`config.mk`:
```
export PLATFORM = sky130hd
export DESIGN_NAME = mux4_arbiter
export DESIGN_NICKNAME = d
export VERILOG_FILES = /design/src/rtl/mux4_arbiter.sv
export SDC_FILE = /design/constraint.sdc
export NUM_CORES = 1
export LEC_CHECK = 0
export ABC_AREA = 1
export BUFFER_PORTS_ARGS = -buffer_cell sky130_fd_sc_hd__clkbuf_2
export CORE_ASPECT_RATIO = 0.75
export CORE_MARGIN = 1
export CORE_UTILIZATION = 40
export CTS_CLUSTER_DIAMETER = 50
export DETAILED_ROUTE_END_ITERATION = 6
export PLACE_DENSITY = 0.72
export SYNTH_ARGS = -nofsm -noshare
export SYNTH_HDL_FRONTEND = slang
export SYNTH_SLANG_ARGS = --single-unit
export TNS_END_PERCENT = 20
```
`constraint.sdc`:
```
create_clock -name clk -period 2.2 [get_ports clk]
set_input_delay 0.33 -clock clk [delete_from_list [all_inputs] [get_ports clk]]
set_output_delay 0.33 -clock clk [all_outputs]
set_load 0.005 [all_outputs]
```
`src/rtl/mux4_arbiter.sv`:
```
// Four-input round-robin arbiter with registered one-hot grant and mux output.
// Define MUX4_ARB_TIMEOUT_EN to limit each grant to HOLD_MAX consecutive cycles.
module mux4_arbiter #(
  parameter int WIDTH    = 1,
  parameter int HOLD_MAX = 8
) (
  input  logic             clk,
  input  logic             rst_n,
  input  logic [3:0]       req,
  input  logic [WIDTH-1:0] i0,
  input  logic [WIDTH-1:0] i1,
  input  logic [WIDTH-1:0] i2,
  input  logic [WIDTH-1:0] i3,
  output logic [3:0]       gnt,
  output logic             s1,
  output logic             s0,
  output logic             busy,
  output logic [WIDTH-1:0] y,
  output logic             y_valid
);

  localparam logic [0:0] IDLE  = 1'b0;
  localparam logic [0:0] GRANT = 1'b1;

  if (HOLD_MAX < 1 || HOLD_MAX > 255) begin : g_bad_hold_max
    $error("mux4_arbiter: HOLD_MAX must be in 1..255");
  end

  logic [0:0] state;
  logic [1:0] ptr;
  logic [1:0] sel;
  logic       win_found;
  logic [1:0] win_idx;
  logic       timeout;
  logic       rel;

  assign s1   = sel[1];
  assign s0   = sel[0];
  assign busy = (state == GRANT);

  // Search starts after the last owner, so the current owner is tried last.
  always_comb begin
    // NOTE: every variable written here gets a default first so no latch is inferred.
    win_found = 1'b0;
    win_idx   = ptr;
    for (int k = 1; k <= 4; k++) begin
      logic [1:0] cand;
      cand = ptr + 2'(k);
      if (!win_found && req[cand]) begin
        win_found = 1'b1;
        win_idx   = cand;
      end
    end
  end

`ifdef MUX4_ARB_TIMEOUT_EN
  localparam logic [7:0] HOLD_LIM = 8'(HOLD_MAX);
  logic [7:0] hold_cnt;

  assign timeout = (hold_cnt == HOLD_LIM);

  always_ff @(posedge clk or negedge rst_n) begin
    if (!rst_n) begin
      hold_cnt <= 8'd0;
    end else if (state == IDLE || rel) begin
      hold_cnt <= win_found ? 8'd1 : 8'd0;
    end else if (hold_cnt != HOLD_LIM) begin
      hold_cnt <= hold_cnt + 8'd1;
    end
  end
`else
  assign timeout = 1'b0;
`endif

  // While granting, ptr is the owner index.
  assign rel = (state == GRANT) && (!req[ptr] || timeout);

  always_ff @(posedge clk or negedge rst_n) begin
    // NOTE: sequential state uses non-blocking assignments so all registers update together.
    if (!rst_n) begin
      state <= IDLE;
      ptr   <= 2'd3;
      sel   <= 2'd0;
      gnt   <= 4'b0000;
    end else if (state == IDLE || rel) begin
      if (win_found) begin
        state <= GRANT;
        ptr   <= win_idx;
        sel   <= win_idx;
        gnt   <= 4'b0001 << win_idx;
      end else begin
        state <= IDLE;
        gnt   <= 4'b0000;
      end
    end
  end

  always_ff @(posedge clk or negedge rst_n) begin
    if (!rst_n) begin
      y       <= '0;
      y_valid <= 1'b0;
    end else begin
      y_valid <= busy;
      if (busy) begin
        case (sel)
          2'd0:    y <= i0;
          2'd1:    y <= i1;
          2'd2:    y <= i2;
          default: y <= i3;
        endcase
      end else begin
        y <= '0;
      end
    end
  end

endmodule

```
==> flow_metrics.tcl <==
set metrics [dict create \
    fmax_mhz 580 \
    wl_per_cell_um 11.7 \
    clkSinkCount 11 \
    required_ns 2.35 \
    relSlewSlack_pct 81.6 \
    p_total_mw 1.80 \
    min_from "i3" \
    max_cap_violations 0 \
    die_w_um 54.6 \
    clk_pin_slew_ns 0.07 \
    startpoint_type "register" \
    tritoncts "yes" \
    rows 13 \
    crit_fanout 8 \
    cp_slowest_cell "dfstp_2" \
    num-nets-final 143 \
    fin_setup_tns_ns 0 \
    fp.dieH_um 41.4 \
    final_antenna_net_count 0 \
    power_density_mw_per_mm2 1870 \
    tightest_slew_ns 0.275 \
    grt_overflow 0 \
    p_leak_nw 0.534 \
    rrSetupSlack_ns 0.48 \
    syn_inst 111 \
    setup_violations 0 \
    grt_pass1_wl_um 3120 \
    drv_slew 0 \
    clk_latency_ns 0.27 \
    hp-class "in2reg" \
    synthAdderAreaFrac_pct 0 \
    synthXorXnorAreaFrac_pct 0 \
    synth_top_family_by_area "simple AND/OR/NAND/NOR gates" \
    drt_iter0_drc 15 \
    synth_compound_area_share_pct 3.17 \
    final_common_cell "nand2_1" \
    numCtsBuffers 3 \
    clock_skew_ns 0.00424 \
    dieArea_mm2 0.00226 \
    place.gp.congestion 0.827 \
    synth_seq_area_share_pct 33.5 \
    synth_simple_gate_area_share_pct 55.8 \
    hold_depth 3 \
    path_buf_inv 2 \
    post_cts_buffers 0 \
    critPathTopFamily "simple AND/OR/NAND/NOR gates" \
    avgSynthCellArea_um2 7.47 \
    drc 0 \
    grt_usage_pct 18.8 \
    syn_nets 121 \
    dpl.hpwl_um 1400 \
    cts.path.max_buffers 2 \
    r2r_start "ptr[1]$_DFFE_PN1P_" \
    htree_levels 1 \
    drt-total-wl_um 1800 \
    antenna_found_initial 0 \
    routed_via_density 4.87 \
    vdd_drop_max_mv 0.763 \
    area_delta_synth_final_pct 15.8 \
    synth_mux_area_share_pct 0 \
    path_class "reg2reg" \
    grt_pass1_vias 726 \
    status "complete, no violations" \
    vias 750 \
    synth.distinct_cells 18 \
    drive_above_1_share_pct 40.2 \
    start_util_pct 45.1 \
    fin_crit_ns 1.72 \
    n_antenna_cell 0 \
    layout_common_cells "50 x nand2_1, 18 x clkbuf_2, 14 x nand2_2" \
    worst_r2r_endpoint "sel[0]$_DFFE_PN0P_" \
    core-area_mm2 0.00184 \
    grt_max_degree 12 \
    netlist_area_um2 830 \
    crit_chain "inv_2 > nand2_1 > nand2_2 > nand2_4 > nand2_8 > nor2_8 > nand3_4 > nand2_4 > inv_2 > nand2_1 > o21ai_1" \
    rsz0062_at_grt "no" \
    first_pass_iters 4 \
    utilization_pct 52.3 \
    critical_path_arrival_ns 1.88 \
    finalHoldViolations 0 \
    max_stage_delay_ns 0.65 \
    min_period_over_period_pct 78.4 \
    crit_path_end_kind "register" \
    cts_root_buf "clkbuf_4" \
    ys_ff_latch 11 \
    ios 19 \
    portBuffers 18 \
    reg2regPathDepth 11 \
    min_to "y$_DFF_PN0_" \
    yosysWarnings 0 \
]
repair_timing:
item / CTS / global route
hold endpoints to repair: 9 / 0
gates resized for setup: 0 / 0
hold buffers: 1 / 0
where the power goes:
group / leakage, nW / switching [mW] / internal [mW]
clock network: 0.0150 / 0.0680 / 0.0701
registers: 0.129 / 0.100 / 0.311
logic: 0.390 / 0.820 / 0.432
through the flow:
| stage | worst slack (ns) | instance area (um^2) | hold slack (ns) | instances |
|---|---|---|---|---|
| finish | 0.476 | 961 | 0.315 | 154 |
| global route | 0.334 | 961 | 0.316 | 154 |
| CTS | 0.493 | 961 | 0.312 | 154 |
| detailed placement | 0.501 | 925 | 0.222 | 149 |
| global placement | 0.511 | 925 | 0.217 | 149 |
| floorplan | 0.682 | 830 | 0.0344 | 111 |
routing by layer:
| layer | track usage, % | share of wire (%) | vias to the layer above |
|---|---|---|---|
| met1 | 27.0 | 50 | 335 |
| met3 | 6.96 | 6.0 | 2 |
| met2 | 28.0 | 44 | 23 |
| met5 | 0 | 0 | - |
| li1 | - | - | 390 |
| met4 | 1.03 | 0.55 | 0 |
Yosys cell counts:
library cell	n	area [um^2]
o21ai_1	3	15.0
nand2_2	14	87.6
nand2_8	1	20.0
nand3_1	11	55.1
a31oi_1	1	6.26
nand3_4	2	35.0
dfstp_2	2	52.6
buf_6	2	22.5
nand2_1	50	188
inv_8	1	11.3
a21oi_1	1	5.00
nor2_8	1	20.0
inv_1	2	7.51
nor2_2	2	12.5
inv_2	4	15.0
inv_4	1	6.26
dfrtp_1	9	225
nand2_4	4	45.0
worst max-delay path by stage:
| stage | slack (ns) | startpoint | end | depth (start not counted) |
|---|---|---|---|---|
| after global placement | 0.51 | ptr[1]$_DFFE_PN1P_ | sel[0]$_DFFE_PN0P_ | 11 |
| after global routing | 0.33 | ptr[1]$_DFFE_PN1P_ | gnt[3]$_DFFE_PN0P_ | 12 |
| after detailed placement | 0.50 | ptr[1]$_DFFE_PN1P_ | sel[0]$_DFFE_PN0P_ | 11 |
| final | 0.48 | ptr[1]$_DFFE_PN1P_ | sel[0]$_DFFE_PN0P_ | 11 |
| after floorplan | 0.68 | ptr[0]$_DFFE_PN1P_ | sel[0]$_DFFE_PN0P_ | 12 |
| after CTS | 0.49 | ptr[1]$_DFFE_PN1P_ | sel[0]$_DFFE_PN0P_ | 11 |
flip-flops by register name, indices dropped and copies added (netlist names):
signal / flops
busy: 1
y: 1
ptr: 2
gnt: 4
y_valid: 1
sel: 2
final cells by class:
type                       count  area [um^2]
timing repair buffer          19          100
inverter                       8         40.0
clock buffer                   4         26.3
sequential                    11          278
fill                         172          877
multi-input combinational     90          489
tap                           22         27.5
kinds of logic (layout without fill, tap and decap cells):
family                 Yosys count  count (layout)
AO/OA/AOI/OAI                    5               5
buffers and inverters           10              31
flip-flops                      11              11
AND/OR/NAND/NOR                 85              85
worst reg2reg max path: cells and delay by family (launching register included):
family | cells | cell delay (ns)
flip-flops | 1 | 0.65
AO/OA/AOI/OAI | 1 | 0.07
AND/OR/NAND/NOR | 8 | 0.72
buffers and inverters | 2 | 0.17
Power figures use the tool's default switching activity.
